<file path="src/rtl/rgb_to_hsv.sv">
// rgb_to_hsv: iterative RGB to HSV converter with valid/ready handshakes on both sides.
// One restoring divider is reused for saturation and then hue; fixed 35-cycle latency.
module rgb_to_hsv #(
    parameter int  HUE_STEPS = 360,
    localparam int HW        = $clog2(HUE_STEPS)
) (
    input  logic          clk,
    input  logic          rst_n,
    input  logic          in_valid,
    output logic          in_ready,
    input  logic [7:0]    r,
    input  logic [7:0]    g,
    input  logic [7:0]    b,
    output logic          out_valid,
    input  logic          out_ready,
    output logic [HW-1:0] h,
    output logic [7:0]    s,
    output logic [7:0]    v
);
    localparam int HS6 = HUE_STEPS / 6;

    typedef enum logic [2:0] {IDLE, PREP, DIV_S, DIV_H, FIX, DONE} state_t;

    state_t             r_state, w_next;
    logic [7:0]         r_r, r_g, r_b;
    logic [7:0]         r_max, r_delta, r_mag, r_dvs, r_rem, r_sq, r_hq;
    logic signed [10:0] r_base, r_hsgn;
    logic               r_neg, r_fix;
    logic [3:0]         r_cnt;
    logic [15:0]        r_quo;

    logic               w_rmax, w_gmax, w_ge, w_zero;
    logic [7:0]         w_max, w_min, w_delta, w_mag, w_rem_n;
    logic signed [10:0] w_num, w_base;
    logic [8:0]         w_rem_sh;
    logic [15:0]        w_quo_n;

    assign in_ready = r_state == IDLE;
    assign w_zero   = r_delta == 8'd0;

    // Sector priority on ties is r, then g, then b.
    assign w_rmax  = r_r >= r_g && r_r >= r_b;
    assign w_gmax  = !w_rmax && r_g >= r_b;
    assign w_max   = w_rmax ? r_r : w_gmax ? r_g : r_b;
    assign w_min   = (r_r <= r_g && r_r <= r_b) ? r_r : (r_g <= r_b) ? r_g : r_b;
    assign w_delta = w_max - w_min;
    assign w_num   = w_rmax ? $signed({3'b0, r_g}) - $signed({3'b0, r_b})
                   : w_gmax ? $signed({3'b0, r_b}) - $signed({3'b0, r_r})
                   :          $signed({3'b0, r_r}) - $signed({3'b0, r_g});
    assign w_base  = w_rmax ? 11'sd0 : w_gmax ? 11'(HUE_STEPS / 3) : 11'(2 * HUE_STEPS / 3);
    assign w_mag   = 8'(w_num[10] ? -w_num : w_num);

    // One restoring step: shift the next dividend bit into the partial remainder.
    assign w_rem_sh = {r_rem, r_quo[15]};
    assign w_ge     = w_rem_sh >= {1'b0, r_dvs};
    assign w_rem_n  = w_ge ? 8'(w_rem_sh - {1'b0, r_dvs}) : w_rem_sh[7:0];
    assign w_quo_n  = {r_quo[14:0], w_ge};

    always_comb begin
        w_next = r_state;
        unique case (r_state)
            IDLE:    w_next = in_valid ? PREP : IDLE;
            PREP:    w_next = DIV_S;
            DIV_S:   w_next = r_cnt == 4'd15 ? DIV_H : DIV_S;
            DIV_H:   w_next = r_cnt == 4'd15 ? FIX : DIV_H;
            FIX:     w_next = r_fix ? DONE : FIX;
            DONE:    w_next = out_ready ? IDLE : DONE;
            default: w_next = IDLE;
        endcase
    end

    always_ff @(posedge clk or negedge rst_n) begin
        if (!rst_n) begin
            r_state   <= IDLE;
            r_r       <= '0;
            r_g       <= '0;
            r_b       <= '0;
            r_max     <= '0;
            r_delta   <= '0;
            r_mag     <= '0;
            r_dvs     <= '0;
            r_rem     <= '0;
            r_quo     <= '0;
            r_sq      <= '0;
            r_hq      <= '0;
            r_base    <= '0;
            r_hsgn    <= '0;
            r_neg     <= 1'b0;
            r_fix     <= 1'b0;
            r_cnt     <= '0;
            h         <= '0;
            s         <= '0;
            v         <= '0;
            out_valid <= 1'b0;
        end else begin
            r_state <= w_next;
            unique case (r_state)
                IDLE: if (in_valid) begin
                    r_r <= r;
                    r_g <= g;
                    r_b <= b;
                end
                PREP: begin
                    r_max   <= w_max;
                    r_delta <= w_delta;
                    r_base  <= w_base;
                    r_neg   <= w_num[10];
                    r_mag   <= w_mag;
                    r_rem   <= '0;
                    r_quo   <= {8'b0, w_delta} * 16'd255;
                    r_dvs   <= w_max;
                    r_cnt   <= '0;
                end
                DIV_S: begin
                    r_cnt <= r_cnt + 4'd1;
                    if (r_cnt == 4'd15) begin
                        r_sq  <= w_zero ? 8'd0 : w_quo_n[7:0];
                        r_rem <= '0;
                        r_quo <= 16'(HS6) * {8'b0, r_mag};
                        r_dvs <= r_delta;
                    end else begin
                        r_rem <= w_rem_n;
                        r_quo <= w_quo_n;
                    end
                end
                DIV_H: begin
                    r_cnt <= r_cnt + 4'd1;
                    r_rem <= w_rem_n;
                    r_quo <= w_quo_n;
                    if (r_cnt == 4'd15)
                        r_hq <= w_zero ? 8'd0 : w_quo_n[7:0];
                end
                FIX: begin
                    r_fix <= !r_fix;
                    if (!r_fix)
                        r_hsgn <= r_neg ? r_base - $signed({3'b0, r_hq}) : r_base + $signed({3'b0, r_hq});
                    else begin
                        h         <= HW'(r_hsgn[10] ? r_hsgn + 11'(HUE_STEPS) : r_hsgn);
                        s         <= r_sq;
                        v         <= r_max;
                        out_valid <= 1'b1;
                    end
                end
                DONE: if (out_ready) out_valid <= 1'b0;
                default: ;
            endcase
        end
    end
endmodule

</file>
<file path="config.mk">
export PLATFORM = sky130hd
export DESIGN_NAME = rgb_to_hsv
export DESIGN_NICKNAME = d
export VERILOG_FILES = /design/src/rtl/rgb_to_hsv.sv
export SDC_FILE = /design/constraint.sdc
export NUM_CORES = 1
export LEC_CHECK = 0
export ABC_AREA = 1
export CAP_MARGIN = 20
export CORE_ASPECT_RATIO = 1.5
export CORE_MARGIN = 1.5
export CORE_UTILIZATION = 50
export CTS_CLUSTER_DIAMETER = 40
export DETAILED_ROUTE_END_ITERATION = 10
export MAX_ROUTING_LAYER = met4
export PLACE_DENSITY = 0.65
export SLEW_MARGIN = 20
export SYNTH_ARGS = -nofsm -noshare
export SYNTH_HDL_FRONTEND = slang
export SYNTH_SLANG_ARGS = --single-unit
</file>
<file path="constraint.sdc">
create_clock -name clk -period 13.3 [get_ports clk]
set_input_delay 1.33 -clock clk [delete_from_list [all_inputs] [get_ports clk]]
set_output_delay 1.33 -clock clk [all_outputs]
set_load 0.03 [all_outputs]
</file>
======== Yosys cells after proc, flatten, opt, wreduce, memory -nomap -nowiden ========
Cells that the tools add are included.
storage, ports and cells
  word-level logic and storage cells ...... 98
  output and inout bits ................... 27
  input bits .............................. 28
  register bits ........................... 153
cells by class
  bitwise gates (word level) .............. 1
  muxes and demuxes ....................... 29
  $mul .................................... 2
  equality and inequality tests ........... 9
  magnitude comparators ................... 7
  reduce and logical (&&, ||, !) cells .... 19
  add/subtract/negate cells ............... 10
operators with widths
  cell                  number
  $mux 8                11
  $pmux 16 s3           1
  $mux 11               3
  $sub 8x8->9           3
  $ge 8x8->1            3
  $le 8x8->1            3
  $pmux 8 s3            1
  $pmux 3 s6            1
  $mul 8x8->16 const B  1
  $mux 16               1
  $pmux 8 s2            1
  $sub 8x8->8           2
  $mul 4x8->12 const A  1
  $reduce_and 2->1      6
  $add 11x9->11         1
  $sub 11x9->11         1
  $add 9x9->9 const B   1
  $ge 9x8->1            1
  $mux 9                1
  $logic_not 8->1       1
  $neg 8->8             1
  $pmux 4 s2            1
  $eq 3x2->1 const B    2
  $eq 3x3->1 const B    2
  15 further kinds      27

======== Longest topological paths before layout ========
Gate-level depths: netlist of the first run.
  word-level depth ........................ 9
  depth in mapped cells ................... 40
  depth with buffers taken out ............ 40

======== Worst setup path after synthesis of the first run ========
OpenSTA, ideal clock, no wires.
  kind .................................... flip-flop to flip-flop
  start ................................... register r_g[4]
  end ..................................... register r_quo[13]
  setup time .............................. 82 ps
  data required time ...................... 13218 ps
  path buffers ............................ 1
  setup slack ............................. 6542 ps
  clock period less this slack ............ 6758 ps
  cell stages (with the launch flop) ...... 34
  arrival ................................. 6676 ps
  cell sequence ........................... dfrtp_1 -> inv_1 -> ha_1 -> a21oi_1 -> nand2_1 -> nand2_1 -> nand4_2 -> nand2_8 -> buf_4 -> nor2_1 -> nor3_2 -> inv_2 -> ha_1 -> nand2_1 -> o21ai_1 -> a21oi_1 -> o21bai_1 -> xor2_2 -> inv_1 -> fa_1 -> inv_1 -> fa_1 -> fa_1 -> inv_1 -> fa_1 -> inv_1 -> ha_1 -> a21oi_1 -> o21ai_0 -> a31oi_1 -> o21ai_0 -> a21oi_1 -> o21ai_0 -> a31oi_1
on the way
  word-level cells in the longest chain between the ends .. 9
  elaborated cells on any way between the ends .. 15
  those cells by class .................... add/sub: 1; mul: 1; order compare: 4; mux: 5; reduce/logical: 4
ends and longest elaborated chain
  item                      line  source
  start: declaration        25    logic [7:0] r_r, r_g, r_b;
  start signal: assignment  100   r_g <= g;
  $ge 8x8->1                42    assign w_rmax = r_r >= r_g && r_r >= r_b;
  $logic_and 1x1->1         42
  $logic_not 1->1           43    assign w_gmax = !w_rmax && r_g >= r_b;
  $logic_and 1x1->1         43
  $mux 8                    44    assign w_max = w_rmax ? r_r : w_gmax ? r_g : r_b;
  $mux 8 *                  44
  via w_max[1]              33    logic [7:0] w_max, w_min, w_delta, w_mag, w_rem_n;
  $sub 8x8->8 *             46    assign w_delta = w_max - w_min;
  via w_delta[5]            33
  $mul 8x8->16 *            110   r_quo <= {8'b0, w_delta} * 16'd255;
  $pmux 16 s3 *             97    unique case (r_state)
  end signal: assignment    110
  end signal: assignment    119   r_quo <= 16'(HS6) * {8'b0, r_mag};
  end signal: assignment    123   r_quo <= w_quo_n;
  end: declaration          30    logic [15:0] r_quo;
Mark *: on every way through the listed nets, which the timed path passes. The rest lies on a longest branch.
A chain may end at the register's enable or synchronous reset.

======== Final worst setup path of the first run ========
  start ................................... register r_g[5]
  end ..................................... register r_quo[13]
Same word-level chain as after synthesis.

==> impl_metrics.yaml, run 1 <==
outcome:
  run_status: "complete, but fails checks"
  failed_checks: "design-rule violations"
timing:
  hold_viol: 0
  skew_ns: 0.0107
  finalSetupViolCount: 0
  fmax_ghz: 0.126
  fin_crit_sh_pct: 59.7
  tightest_slew_ns: 0.890
  period_needed_ns: 7.94
  maxSlewViolCount: 0
  setup_tns_ns: 0
  max-slew-margin-rel_pct: 40.7
  grt_setup_unrepaired: "no"
clocking:
  cts_tree: "built"
  cts_resized: 0
  clock_sinks: 144
  cts.clk_slew.worst_paths_ns: 0.06
  postCtsHoldBufs: 0
  h-tree-depth: 4
  cts_buffers: 17
  cts-root-buf: "clkbuf_16"
  cts_setup_buffers: 0
  insertion_delay_ns: 0.44
  clockBufferDepth: 2
setup_path:
  crit_fanout: 25
  required_ns: 13.65
  arrival_ns: 8.29
  cp_slowest_stage_delay_ns: 0.60
  critPathKind: "reg -> reg"
  r2r_cells: 33
  slowest_stage: "fa_1"
  cp-start-kind: "flop"
  r2r_start: "r_g[5]$_DFFE_PN0P_"
  rrSetupSlack_ns: 5.36
  crit_path_frequent_cell: "inv_1"
  end_kind: "flop"
  regToRegEndpoint: "r_quo[13]$_DFFE_PN0P_"
yosys:
  synthAdderAreaFrac_pct: 19.0
  synth_seq_cells: 144
  synth_area_um2: 11300
  synthMuxAreaShare_pct: 0
  synth_cells: 1451
  yosys.cell_types.count: 58
  synth.net_count: 1626
  synth_common_cells: "318 x nand2_1, 226 x inv_1, 144 x dfrtp_1, 133 x o21ai_0, 105 x ha_1"
  synth-main-ff-cell: "dfrtp_1"
  yosysWarnings: 0
  synth_sequential_area_ratio_pct: 31.8
  synth_top_area_cell: "dfrtp_1"
  syn-mean-instance-area_um2: 7.82
  synth_most_common_cell: "nand2_1"
  synth_xor_area_share_pct: 4.00
  async_flop_share_pct: 100
  synth-simple-area-share_pct: 21.0
  netlist.area_leader.share_pct: 31.8
  ys_top_cells_by_area: "dfrtp_1 32%, ha_1 12%, nand2_1 11%"
  synth_compound_area_share_pct: 15.0
  synth_edf_count: 0
  synth_top_family_by_area: "simple AND/OR/NAND/NOR gates"
place:
  place_hpwl_um: 24800
  gp_congestion: 0.943
  io_buffers: 54
cells_and_area:
  final_nets: 1671
  antenna_cells: 0
  syn2layout_area_growth_pct: 11.7
  drive_above_1_share_pct: 6.44
global_routing:
  antenna_found_initial: 0
  grt_use_total_pct: 28.8
  grt_pass1_wl_um: 50900
  grt_pass1_vias: 9828
  grt_max_degree: 80
  overflow: 0
die:
  fp.dieH_um: 187
  rows: 67
  core_area_um2: 22300
  dieArea_um2: 23600
  start_util_pct: 50.9
  ios: 55
  dieWidth_um: 126
hold_path:
  whs_endpoint: "s[0]$_DFFE_PN0P_"
  hold_depth: 2
  hp-start: "s[0]$_DFFE_PN0P_"
  min_path_type: "reg -> reg"
detailed_routing:
  routed_wl_um: 31200
  drt_iter0_markers: 409
  wire_per_inst_um: 17.5
  num_vias: 9728
  routed_via_density: 5.46
  drtAntennaViolNets: 0
  firstDrtPassIters: 11
  drc: 2
flow_run:
  drv_cap: 0
worst max-delay path, delay by kind of cell, from the launching register on:
family / cells / cell delay [ns]
flops: 1 / 0.39
compound gates: 11 / 1.84
xor+xnor: 1 / 0.45
simple gates: 7 / 1.08
fa+ha+maj: 7 / 3.48
buf+inv: 7 / 0.58
metal layers:
layer / routed length [um] / global-route usage, % / share of wire, %
met2: 15900 / 49.3 / 51
met3: 974 / 3.82 / 3.1
met5: 0 / - / 0
met1: 12600 / 32.2 / 40
met4: 1830 / 16.2 / 5.9
final cells by class:
class                      count  area, um2
fill                        2072       9620
multi-input combinational   1036       6700
sequential                   144       3600
inverter                     238        896
timing repair buffer          59        579
clock buffer                  18        439
tap                          276        345
clock inverter                12        111
worst max path at each step:
| stage | endpoint | slack, ns | start |
|---|---|---|---|
| global placement | r_quo[11]$_DFFE_PN0P_ | 5.52 | r_g[5]$_DFFE_PN0P_ |
| detailed placement | r_quo[13]$_DFFE_PN0P_ | 5.47 | r_g[5]$_DFFE_PN0P_ |
| finish | r_quo[13]$_DFFE_PN0P_ | 5.36 | r_g[5]$_DFFE_PN0P_ |
| global route | r_quo[13]$_DFFE_PN0P_ | 4.90 | r_r[3]$_DFFE_PN0P_ |
| floorplan | r_quo[13]$_DFFE_PN0P_ | 6.54 | r_g[4]$_DFFE_PN0P_ |
| CTS | r_quo[13]$_DFFE_PN0P_ | 5.44 | r_g[5]$_DFFE_PN0P_ |
registers in the layout, summed over array words and instances, names as in the netlist:
signal,cells
h,9
out_valid,1
r_b,8
r_base,3
r_cnt,4
r_delta,8
r_dvs,8
r_fix,1
r_g,8
r_hq,8
r_hsgn,10
r_mag,8
r_max,8
r_neg,1
r_quo,16
r_r,8
r_rem,8
r_sq,8
r_state,3
s,8
v,8
metrics by stage:
step,worst slack (ns),cells,util (%),hold WS (ns),area (um2)
floorplan,6.54,1451,-,0.442,11300
global placement,5.52,1753,54.4,0.453,12100
detailed placement,5.47,1753,54.4,0.462,12100
CTS,5.44,1783,56.8,0.478,12700
global route,4.90,1783,56.8,0.492,12700
finish,5.36,1783,56.8,0.475,12700
cell families after synthesis:
| kind of cell | count (synthesis) |
|---|---|
| and+or+nand+nor | 535 |
| AOI/OAI and AO/OA | 303 |
| buffers and inverters | 271 |
| adders and majority gates | 147 |
| DFF | 144 |
| xor gates and xnor gates | 51 |
layout by cell type, fill, tap and decap left out, drive strengths merged, types with 7 or more instances in the layout:
| cell | instances |
|---|---|
| a21oi | 101 |
| clkdlybuf4s50 | 53 |
| nand3 | 58 |
| nand3b | 7 |
| nor3 | 9 |
| clkbuf | 18 |
| dfrtp | 144 |
| nand2 | 330 |
| nand4 | 16 |
| ha | 105 |
| xor2 | 32 |
| inv | 240 |
| o22ai | 7 |
| a31oi | 8 |
| xnor2 | 19 |
| o211ai | 11 |
| fa | 42 |
| nor2 | 108 |
| o21ai | 142 |
| o221ai | 7 |
Power of run 1 is not shown: default switching activity piles up to over one toggle a cycle in this logic, so the estimate is an artifact.
==> run 2, diff against run 1 <==
--- a/config.mk
+++ b/config.mk
@@ -13,7 +13,7 @@
 export CTS_CLUSTER_DIAMETER = 40
 export DETAILED_ROUTE_END_ITERATION = 10
 export MAX_ROUTING_LAYER = met4
-export PLACE_DENSITY = 0.65
+export PLACE_DENSITY = 0.68
 export SLEW_MARGIN = 20
 export SYNTH_ARGS = -nofsm -noshare
 export SYNTH_HDL_FRONTEND = slang
==> constraint.sdc (replaced) <==
create_clock -name clk -period 7.05 [get_ports clk]
set_input_delay 0.705 -clock clk [delete_from_list [all_inputs] [get_ports clk]]
set_output_delay 0.705 -clock clk [all_outputs]
set_load 0.03 [all_outputs]
==> run 2 against run 1 <==
  * The run still ends with design-rule violations left
  * Final area increased by 11%
  * Register-to-register slack got worse by 5.1 ns
  * Die area unchanged
  * Worst hold slack got worse by 0.12 ns
  * Final cell count increased by 7.9%
  * Critical endpoint is now r_quo[12]$_DFFE_PN0P_
  * Clock skew about the same
  * Largest cell class unchanged
  * Via count increased by 6.9%
  * Fmax increased by 18%
  * Sequential share of layout area decreased by 2.8 points
==> impl_metrics.yaml, run 2 (synthesized netlist as in run 1, its figures left out) <==
timing:
  skew_ns: 0.0104
  max-slew-margin-rel_pct: 42.3
  hold_viol: 0
  fmax_ghz: 0.148
  finalSetupViolCount: 0
  maxSlewViolCount: 0
  fin_crit_sh_pct: 95.6
  period_needed_ns: 6.74
  tightest_slew_ns: 0.865
  hold_ws_ns: 0.357
die:
  dieArea_um2: 23600
  core_area_um2: 22300
  dieWidth_um: 126
  ios: 55
  start_util_pct: 50.9
  rows: 67
  fp.dieH_um: 187
clocking:
  insertion_delay_ns: 0.44
  h-tree-depth: 4
  cts-root-buf: "clkbuf_16"
  cts.clk_slew.worst_paths_ns: 0.07
  clockBufferDepth: 2
  postCtsHoldBufs: 0
  cts_buffers: 17
  cts_tree: "built"
  clock_sinks: 144
setup_path:
  cp-start-kind: "flop"
  cp_slowest_stage_delay_ns: 0.54
  crit_family: "adder cells"
  critPathKind: "reg -> reg"
  regToRegEndpoint: "r_quo[12]$_DFFE_PN0P_"
  slowest_stage: "fa_1"
  rrSetupSlack_ns: 0.31
  r2r_cells: 41
  required_ns: 7.38
  crit_fanout: 6
  end_kind: "flop"
  critPathBufInv: 11
  r2r_start: "r_b[2]$_DFFE_PN0P_"
  arrival_ns: 7.07
  crit_path_frequent_cell: "nand2_1"
cells_and_area:
  largest_register_ffs: 16
  largestRegisters: "r_quo x16, r_hsgn x10, h x9"
  final_nets: 1810
  antenna_cells: 0
  largest_register: "r_quo"
  fin_util_pct: 63.1
  most-common-layout-cells: "311 x nand2_1, 222 x inv_1, 142 x dfrtp_1, 142 x buf_4, 126 x o21ai_0"
  drive_above_1_share_pct: 17.6
  syn2layout_area_growth_pct: 24.1
  final_cell_area_um2: 14100
  fillCellCount: 1993
  final_common_cell: "nand2_1"
place:
  gp_congestion: 0.956
  place_hpwl_um: 27900
  io_buffers: 54
  placement.cell_area_um2: 13100
detailed_routing:
  wire_per_inst_um: 17.8
  num_vias: 10400
  routed_via_density: 5.40
  drt_iter0_markers: 449
  routed_wl_um: 34300
  firstDrtPassIters: 10
  drtAntennaViolNets: 0
  drc: 1
global_routing:
  grt_max_degree: 94
  antenna_found_initial: 0
  overflow: 0
  grt_pass1_vias: 10900
  grt_pass1_wl_um: 54600
  grt_use_total_pct: 31.1
outcome:
  failed_checks: "design-rule violations"
  run_status: "complete, but fails checks"
flow_run:
  drv_cap: 0
hold_path:
  min_path_type: "in -> async"
-- run 2: changes by cell type in the layout (fill, tap and decap cells not counted), moves of 6 or more --
cell     change
buf_4      +137
ha_1        -15
ha_4        +11
a21oi_1      -7
nand2_1      -7
o21ai_0      -7
a21oi_2      +6
nand2_2      +6
-- run 2: how the worst max path moves through the flow --
stage,startpoint,to,cells past startpoint
after CTS,r_g[4]$_DFFE_PN0P_,r_quo[13]$_DFFE_PN0P_,32
after global placement,r_g[2]$_DFFE_PN0P_,r_quo[13]$_DFFE_PN0P_,34
after global routing,r_r[5]$_DFFE_PN0P_,r_quo[11]$_DFFE_PN0P_,40
final,r_b[2]$_DFFE_PN0P_,r_quo[12]$_DFFE_PN0P_,41
after floorplan,r_g[4]$_DFFE_PN0P_,r_quo[13]$_DFFE_PN0P_,33
after detailed placement,r_g[2]$_DFFE_PN0P_,r_quo[13]$_DFFE_PN0P_,34
-- run 2: timing repair --
| action | CTS | global route |
|---|---|---|
| setup buffers | 1 | 12 |
| pin swaps | 0 | 13 |
| endpoints found under the setup margin | 6 | 8 |
| cloned | 0 | 0 |
| gates resized for setup | 4 | 63 |
-- run 2: area by class of cell --
type	count	area, um2	share of cell area [%]
Clock buffer	19	453	3.22
Timing Repair Buffer	198	1640	11.6
Sequential cell	144	3610	25.6
Inverter	238	896	6.36
Multi-Input combinational cell	1036	6990	49.7
Clock inverter	13	145	1.03
Tap cell	276	345	2.45
-- run 2: worst register-to-register path, delay by kind of cell (launching register included) --
| family | cells | cell delay [ns] |
|---|---|---|
| adder cells (fa/ha/maj) | 6 | 2.56 |
| AND/OR/NAND/NOR | 17 | 1.50 |
| buffers and inverters | 11 | 0.96 |
| AO/OA/AOI/OAI | 4 | 0.71 |
| XOR/XNOR | 3 | 0.50 |
| flip-flops | 1 | 0.37 |
-- run 2: routing by layer --
| metal | GRT usage (%) | wire length [um] | vias up |
|---|---|---|---|
| li1 | - | - | 5103 |
| met1 | 29.1 | 12100 | 4975 |
| met2 | 58.3 | 18900 | 206 |
| met3 | 3.85 | 776 | 115 |
| met4 | 21.5 | 2530 | 0 |
| met5 | - | 0 | - |
-- run 2: per-stage QoR --
step / instances / setup WS, ns / TNS [ns]
2_1_floorplan: 1451 / 0.292 / 0
3_3_place_gp: 1879 / -0.155 / -0.259
3_5_place_dp: 1879 / -0.210 / -0.740
4_1_cts: 1912 / 0.0177 / 0
5_1_grt: 1924 / -0.102 / -0.321
6_report: 1924 / 0.307 / 0
Power of run 2 is left out for the same reason.
